==> src/rtl/disp_pkg.sv <==
// disp_pkg: shared types and constants for the display arbiter
package disp_pkg;
  typedef enum logic [1:0] {ARB_IDLE, ARB_OWN0, ARB_OWN1} arb_state_t;
  typedef logic [15:0] disp_word_t;
  localparam logic [3:0] DP_OFF = 4'b1111;
endpackage

==> src/rtl/disp_hold_timer.sv <==
// disp_hold_timer: loadable saturating down-counter with zero flag
module disp_hold_timer #(
  parameter int HOLD_CYCLES = 25_000_000
) (
  input  logic clk,
  input  logic reset,
  input  logic load,
  output logic zero
);
  localparam int W = $clog2(HOLD_CYCLES + 1);
  localparam logic [W-1:0] LOAD = W'(HOLD_CYCLES - 1);
  logic [W-1:0] hold_cnt;
  // reload on grant, otherwise count down and stick at zero
  always_ff @(posedge clk)
    if (reset) hold_cnt <= '0;
    else if (load) hold_cnt <= LOAD;
    else if (hold_cnt != '0) hold_cnt <= hold_cnt - W'(1);
  assign zero = hold_cnt == '0;
endmodule

==> src/rtl/disp_share_arb.sv <==
// disp_share_arb: round-robin display sharing with minimum hold; DISP_SHARE_ARB_OWNER_DP_EN shows owner on dp
module disp_share_arb
  import disp_pkg::*;
#(
  parameter int         HOLD_CYCLES = 25_000_000,
  parameter disp_word_t IDLE_WORD   = 16'h0000
) (
  input  logic       clk,
  input  logic       reset,
  input  logic       req0,
  input  disp_word_t data0,
  input  logic       req1,
  input  disp_word_t data1,
  output logic       gnt0,
  output logic       gnt1,
  output logic [3:0] hex3,
  output logic [3:0] hex2,
  output logic [3:0] hex1,
  output logic [3:0] hex0,
  output logic [3:0] dp_in
);
  arb_state_t state, nxt;
  logic last, nlast, load, zero;
  disp_hold_timer #(.HOLD_CYCLES(HOLD_CYCLES)) u_timer (
    .clk(clk), .reset(reset), .load(load), .zero(zero)
  );
  // next grant: tie goes to the client that did not own last; owner yields on release or expired hold
  always_comb begin
    nxt = state;
    nlast = last;
    load = 1'b0;
    case (state)
      ARB_IDLE: begin
        nxt = (req0 && (!req1 || last)) ? ARB_OWN0 : req1 ? ARB_OWN1 : ARB_IDLE;
        load = req0 || req1;
      end
      ARB_OWN0:
        if (!req0 || (zero && req1)) begin
          nxt = req1 ? ARB_OWN1 : ARB_IDLE;
          nlast = 1'b0;
          load = req1;
        end
      ARB_OWN1:
        if (!req1 || (zero && req0)) begin
          nxt = req0 ? ARB_OWN0 : ARB_IDLE;
          nlast = 1'b1;
          load = req0;
        end
      default: nxt = ARB_IDLE;
    endcase
  end
  // state, grants and display registers; display follows the owner as of this edge
  always_ff @(posedge clk)
    if (reset) begin
      state <= ARB_IDLE;
      last <= 1'b1;
      gnt0 <= 1'b0;
      gnt1 <= 1'b0;
      {hex3, hex2, hex1, hex0} <= IDLE_WORD;
      dp_in <= DP_OFF;
    end else begin
      state <= nxt;
      last <= nlast;
      gnt0 <= nxt == ARB_OWN0;
      gnt1 <= nxt == ARB_OWN1;
      {hex3, hex2, hex1, hex0} <= state == ARB_OWN0 ? data0 : state == ARB_OWN1 ? data1 : IDLE_WORD;
`ifdef DISP_SHARE_ARB_OWNER_DP_EN
      dp_in <= state == ARB_OWN0 ? 4'b1110 : state == ARB_OWN1 ? 4'b0111 : DP_OFF;
`else
      dp_in <= DP_OFF;
`endif
    end
endmodule

==> config.mk <==
export PLATFORM = sky130hd
export DESIGN_NAME = disp_share_arb
export DESIGN_NICKNAME = d
export VERILOG_FILES = /design/src/rtl/disp_pkg.sv /design/src/rtl/disp_hold_timer.sv /design/src/rtl/disp_share_arb.sv
export SDC_FILE = /design/constraint.sdc
export NUM_CORES = 1
export LEC_CHECK = 0
export ABC_AREA = 1
export BUFFER_PORTS_ARGS = -buffer_cell sky130_fd_sc_hd__buf_2
export CAP_MARGIN = 20
export CORE_MARGIN = 2
export CORE_UTILIZATION = 59
export CTS_CLUSTER_DIAMETER = 50
export CTS_CLUSTER_SIZE = 28
export DETAILED_ROUTE_END_ITERATION = 12
export GPL_ROUTABILITY_DRIVEN = 0
export PLACE_DENSITY_LB_ADDON = 0.25
export SYNTH_ARGS = -nofsm -noshare
export SYNTH_HDL_FRONTEND = slang
export SYNTH_SLANG_ARGS = --single-unit
==> constraint.sdc <==
create_clock -name clk -period 5.4 [get_ports clk]
set_clock_uncertainty 0.15 [all_clocks]
set_input_delay 0.27 -clock clk [delete_from_list [all_inputs] [get_ports clk]]
set_output_delay 0.27 -clock clk [all_outputs]
set_load 0.02 [all_outputs]
==> flow_summary.json, run 1 <==
{
  "switching_share_pct": 34.1,
  "status": "completed",
  "yosysWarnings": 0,
  "place_ws_ns": 3.24,
  "synth.distinct_cells": 38,
  "hold_class": "in2reg",
  "cp_max_fo": 20,
  "vias_per_cell": 5.37,
  "power.total_mw": 0.891,
  "synth.largest_area_cell": "dfxtp_1",
  "grt_pass1_wl_microns": 10500,
  "place_area_sq_um": 2890,
  "grt_pass1_vias": 2382,
  "p_per_area_nw_per_um2": 296,
  "ctsResizeCount": 0,
  "clock.fmax_mhz": 458,
  "cp.arrival_ns": 2.23,
  "dp_hpwl_microns": 4500,
  "maxCapViolations": 0,
  "ios": 58,
  "fin_crit_sh_pct": 40.5,
  "cp_cell_sequence": "inv_1, ha_1, inv_2, nor2_1, nand2_1, nor2_4, nand3_4, a21oi_2, nand2_2, nand4_4, nor2_2",
  "clock-sinks": 46,
  "cts_tree": "done",
  "worst_slack_ns": 3.21,
  "netlist_area_sq_um": 2680,
  "post_synth.cell_area_avg_sq_um": 7.04,
  "die_w_microns": 71.3,
  "initial_core_util_pct": 61.4,
  "rsz0062_at_grt": "no",
  "postSynth.asyncResetShare_pct": 0,
  "setup_tns_ns": 0,
  "drive_gt1_share_pct": 25.7,
  "path_buf_inv": 2,
  "yosys_most_used_dff": "dfxtp_1",
  "cts_buffers": 5,
  "drv_slew": 0,
  "hold_ws_ns": 0.0497,
  "synthTopCellsByArea": "dfxtp_1 (34%), nand2_1 (14%), inv_1 (5.6%)",
  "drt_iter0_markers": 133,
  "clockBufferDepth": 2,
  "dp.cells": 472,
  "postLayoutCellArea_sq_um": 3010,
  "intPower_mw": 0.587,
  "end_kind": "flop",
  "wirelength_microns": 6130,
  "yosysTopAreaCellShare_pct": 34.4,
  "ys_seq_area_share_pct": 34.4,
  "dieArea_sq_um": 5090,
  "ir_worst_vdd_v": 0.000184,
  "final_cell_count_no_fill": 480,
  "hold_buffers": 0,
  "combinationalPowerShare_pct": 26.6,
  "ys_ff_latch": 46,
  "worst_pin_slew_ns": 0.912,
  "clockRootBuffer": "clkbuf_8",
  "core_sq_um": 4350,
  "p_clk_share_pct": 29.3,
  "globalRoute.totalOverflow": 0,
  "synthCells": 380,
  "min_period_ns": 2.19,
  "path_clk_slew_ns": 0.09,
  "chipHeight_microns": 71.3,
  "hold_viol_final": 0,
  "dr_total_vias": 2578,
  "required_ns": 5.44,
  "synth_common_cells": "nand2_1 (102), dfxtp_1 (46), inv_1 (40)",
  "grt_max_degree": 22,
  "htree_num_levels": 2,
  "routedWlPerCell_microns": 12.8,
  "area_delta_synth_final_pct": 12.4,
  "setup_viol": 0,
  "path_delay_family": "simple AND/OR/NAND/NOR gates",
  "port_buffers": 53,
  "power.net_switching_mw": 0.303,
  "n_antenna_cell": 0,
  "fin_nets": 465,
  "dr.pass1.iters": 4,
  "fp-row-count": 24,
  "antenna_found_initial": 0,
  "slowest_stage": "dfxtp_1",
  "ant_nets": 0,
  "drc": 0,
  "slowest_delay_ns": 0.33,
  "crit_type": "reg2reg",
  "power_leakage_nw": 1.49,
  "synth-edff-count": 0,
  "clk_latency_ns": 0.31,
  "seqPwrFrac_pct": 44.0,
  "postCtsSetupBuffers": 0,
  "cp-start-kind": "flop",
  "fin_util_pct": 69.1,
  "synthMostInstantiatedCell": "nand2_1",
  "slew_headroom_pct": 39.2,
  "grt_usage_pct": 25.6
}
[area by class of cell]
cell class,instances,area [sq um]
clock inverters,3,45.0
flip-flops and latches,46,921
inverters,45,169
clock buffers,5,68.8
fillers,398,1350
multi-input cells,276,1470
repair buffers,53,265
well taps,52,65.1
[cell families after synthesis]
family	after synthesis	share of synthesized area, %
compound gates	31	6.60
other cells	1	0.140
fa+ha+maj	2	0.935
buf+inv	61	10.9
simple gates	231	44.3
xor+xnor	8	2.62
flops	46	34.4
[metal layers]
metal | track usage [%] | vias to the layer above | share of wire [%]
li1 | - | 1304 | -
met1 | 32.7 | 1168 | 44
met2 | 42.8 | 99 | 48
met3 | 5.77 | 7 | 7.4
met4 | 8.81 | 0 | 1.4
met5 | 0 | - | 0
[path summary, 6_finish.rpt]
| kind | startpoint | to | slack [ns] | depth (start not counted) |
|---|---|---|---|---|
| max | u_timer.hold_cnt[0]$_SDFFE_PP0P_ | u_timer.hold_cnt[10]$_SDFFE_PP0P_ | 3.21 | 11 |
| min | data1[0] | hex0[0]$_SDFF_PP0_ | 0.05 | 3 |
| max reg2reg | u_timer.hold_cnt[0]$_SDFFE_PP0P_ | u_timer.hold_cnt[10]$_SDFFE_PP0P_ | 3.21 | 11 |
| min reg2reg | last$_SDFFE_PP1P_ | last$_SDFFE_PP1P_ | 0.33 | 2 |
[flip-flops by register name (all words and copies together), names as in the netlist]
name,count
hex1,4
gnt1,1
hex0,4
hex2,4
last,1
gnt0,1
hex3,4
u_timer.hold_cnt,25
state,2
[tightest hold or removal path: cells and delay by family]
family                 cells  cell delay, ns
AND/OR/NAND/NOR            1            0.05
AO/OA/AOI/OAI              1            0.05
buffers and inverters      1            0.09
[layout by cell type (no fill, tap or decap)]
master and count:
a21o_1 1, a21oi_1 17, a21oi_2 1, a31oi_1 5
buf_2 53, bufinv_16 1, clkbuf_8 5, clkinv_1 1
clkinvlp_4 2, conb_1 4, dfxtp_1 46, ha_1 2
inv_1 40, inv_2 4, nand2_1 102, nand2_2 6
nand3_1 22, nand3_2 10, nand3_4 1, nand4_1 24
nand4_2 1, nand4_4 1, nor2_1 37, nor2_2 15
nor2_4 3, nor2_8 2, nor3_1 1, nor3_2 1
nor3b_1 1, o211ai_1 1, o21ai_0 2, o21ai_1 2
o21ai_2 1, o21bai_1 1, or2_1 1, or2_2 3
xnor2_1 3, xor2_1 5
[power groups by stage]
stage	sequential [mW]	clock [mW]	combinational, mW
6_report	0.392	0.261	0.237
5_1_grt	0.396	0.277	0.268
4_1_cts	0.392	0.264	0.235
3_5_place_dp	0.400	0	0.234
3_3_place_gp	0.399	0	0.228
2_1_floorplan	0.405	0	0.174
No activity file was read; power rests on OpenSTA's default activity.
==> inputs of run 2 (changes only) <==
CORE_UTILIZATION = 54   (was 59)
clock period = 2.1 ns   (was 5.4 ns; I/O delays follow)
==> flow_summary.json, run 2 (same netlist as run 1, synthesis figures left out) <==
{
  "status": "completed",
  "htree_num_levels": 2,
  "slowest_delay_ns": 0.57,
  "clk_latency_ns": 0.31,
  "setup_tns_ns": 0,
  "globalRoute.totalOverflow": 0,
  "p_per_area_nw_per_um2": 665,
  "fillCellCount": 369,
  "dieArea_sq_um": 5530,
  "ir_worst_vdd_v": 0.000494,
  "cts_buffers": 5,
  "dr.pass1.iters": 5,
  "clock-sinks": 46,
  "clockRootBuffer": "clkbuf_8",
  "required_ns": 2.21,
  "power_leakage_nw": 1.71,
  "die_w_microns": 74.4,
  "place_area_sq_um": 2990,
  "reg2reg_from": "state[0]$_SDFF_PP0_",
  "cp-endpoint": "hex2[2]$_SDFF_PP0_",
  "power.total_mw": 2.27,
  "hold_class": "in2reg",
  "crit-reg2reg-capture": "hex2[2]$_SDFF_PP0_",
  "clockBufferDepth": 2,
  "cp.arrival_ns": 2.10,
  "ios": 58,
  "startpoint": "state[0]$_SDFF_PP0_",
  "drv_slew": 0,
  "drt_iter0_markers": 223,
  "chipHeight_microns": 74.4,
  "hold_viol_final": 0,
  "port_buffers": 53,
  "worst_pin_slew_ns": 0.883,
  "end_kind": "flop",
  "dp.cells": 493,
  "dr_total_vias": 2770,
  "setup_viol": 0,
  "largest_reg_flops": 25,
  "n_antenna_cell": 0,
  "fin_crit_sh_pct": 94.6,
  "grt_pass1_vias": 2737,
  "fin_nets": 503,
  "initial_core_util_pct": 56.3,
  "path_clk_slew_ns": 0.09,
  "wirelength_microns": 7710,
  "crit_cells": 6,
  "drc": 0,
  "vias_per_cell": 5.20,
  "min_period_ns": 1.99,
  "ant_nets": 0,
  "cp_cell_sequence": "inv_2, nor2_2, buf_4, nand2_1, a21oi_1, dlygate4sd3_1",
  "hold_ws_ns": 0.00236,
  "grt_usage_pct": 30.2,
  "top_register": "u_timer.hold_cnt",
  "fp-row-count": 25,
  "ff2ff_path_depth": 6,
  "maxCapViolations": 0,
  "clock.fmax_mhz": 503,
  "ff2ff_setup_slack_ns": 0.11,
  "crit_type": "reg2reg",
  "path_buf_inv": 3,
  "grt_pass1_wl_microns": 12700,
  "path_delay_family": "buffers and inverters",
  "routedWlPerCell_microns": 14.5,
  "grt_max_degree": 22,
  "core_sq_um": 4750,
  "dp_hpwl_microns": 4530,
  "final_cell_mix": "nand2_1 (102), buf_2 (53), dfxtp_1 (46)",
  "postLayoutCellArea_sq_um": 3410,
  "final_cell_count_no_fill": 533,
  "cp-start-kind": "flop",
  "antenna_found_initial": 0,
  "cts_tree": "done",
  "area_delta_synth_final_pct": 27.5,
  "drive_gt1_share_pct": 25.1,
  "rsz0062_at_grt": "no",
  "cp_max_fo": 16,
  "slew_headroom_pct": 41.1,
  "final_common_cell": "nand2_1",
  "slowest_stage": "dlygate4sd3_1"
}
run 2: cell types whose count changed in the layout (fill, tap and decap cells not counted), sizes merged:
cell	delta
buf	+6
clkinv	+2
clkinvlp	-1
dlygate4sd3	+32
bufinv	-1
run 2: how the worst min path moves through the flow:
stage                    endpoint  cells after the start  startpoint  slack (ns)
6_report          gnt0$_SDFF_PP0_                      3        req0       0.002
3_5_place_dp   hex1[1]$_SDFF_PP0_                      3    data1[5]        0.21
3_3_place_gp   hex3[2]$_SDFF_PP0_                      3   data1[14]        0.20
2_1_floorplan  hex0[3]$_SDFF_PP0_                      2    data1[3]         0.1
5_1_grt           gnt0$_SDFF_PP0_                      3        req0        0.04
4_1_cts           gnt0$_SDFF_PP0_                      3        req0       0.003
run 2: report_power, final:
group | internal [mW] | switching, mW
combinational | 0.264 | 0.425
sequential | 0.945 | 0.0659
clock | 0.234 | 0.334
run 2: metrics by stage:
step	util [%]	setup WS [ns]
after floorplan	-	0.316
after global placement	63.0	0.169
after detailed placement	63.0	0.132
after CTS	71.6	0.108
after global routing	71.7	0.0104
final	71.7	0.113
run 2: metal layers:
| metal | GRT usage (%) | vias to the layer above | part of all wire, % |
|---|---|---|---|
| li1 | - | 1380 | - |
| met1 | 37.2 | 1244 | 43 |
| met2 | 49.8 | 121 | 47 |
| met3 | 8.27 | 25 | 7.5 |
| met4 | 12.5 | 0 | 2.9 |
| met5 | 0 | - | 0 |
run 2: worst reg2reg max path, delay by kind of cell, from the launching register on:
family | cells | cell delay, ns
simple gates | 2 | 0.21
buf+inv | 3 | 0.88
flops | 1 | 0.51
compound gates | 1 | 0.18
run 2: cell type report:
type	instances	area, sq um	share of cell area [%]
sequential	46	921	27.0
inverter	45	169	4.95
clock buffer	5	68.8	2.02
tap	67	83.8	2.46
multi-input combinational	276	1480	43.3
clock inverter	3	21.3	0.624
timing repair buffer	91	668	19.6
run 2: timing repair:
item,4_1_cts,5_1_grt
gates resized for setup,0,2
setup buffers,0,0
hold buffers,32,0
hold endpoints to repair,16,0
endpoints found under the setup margin,0,19
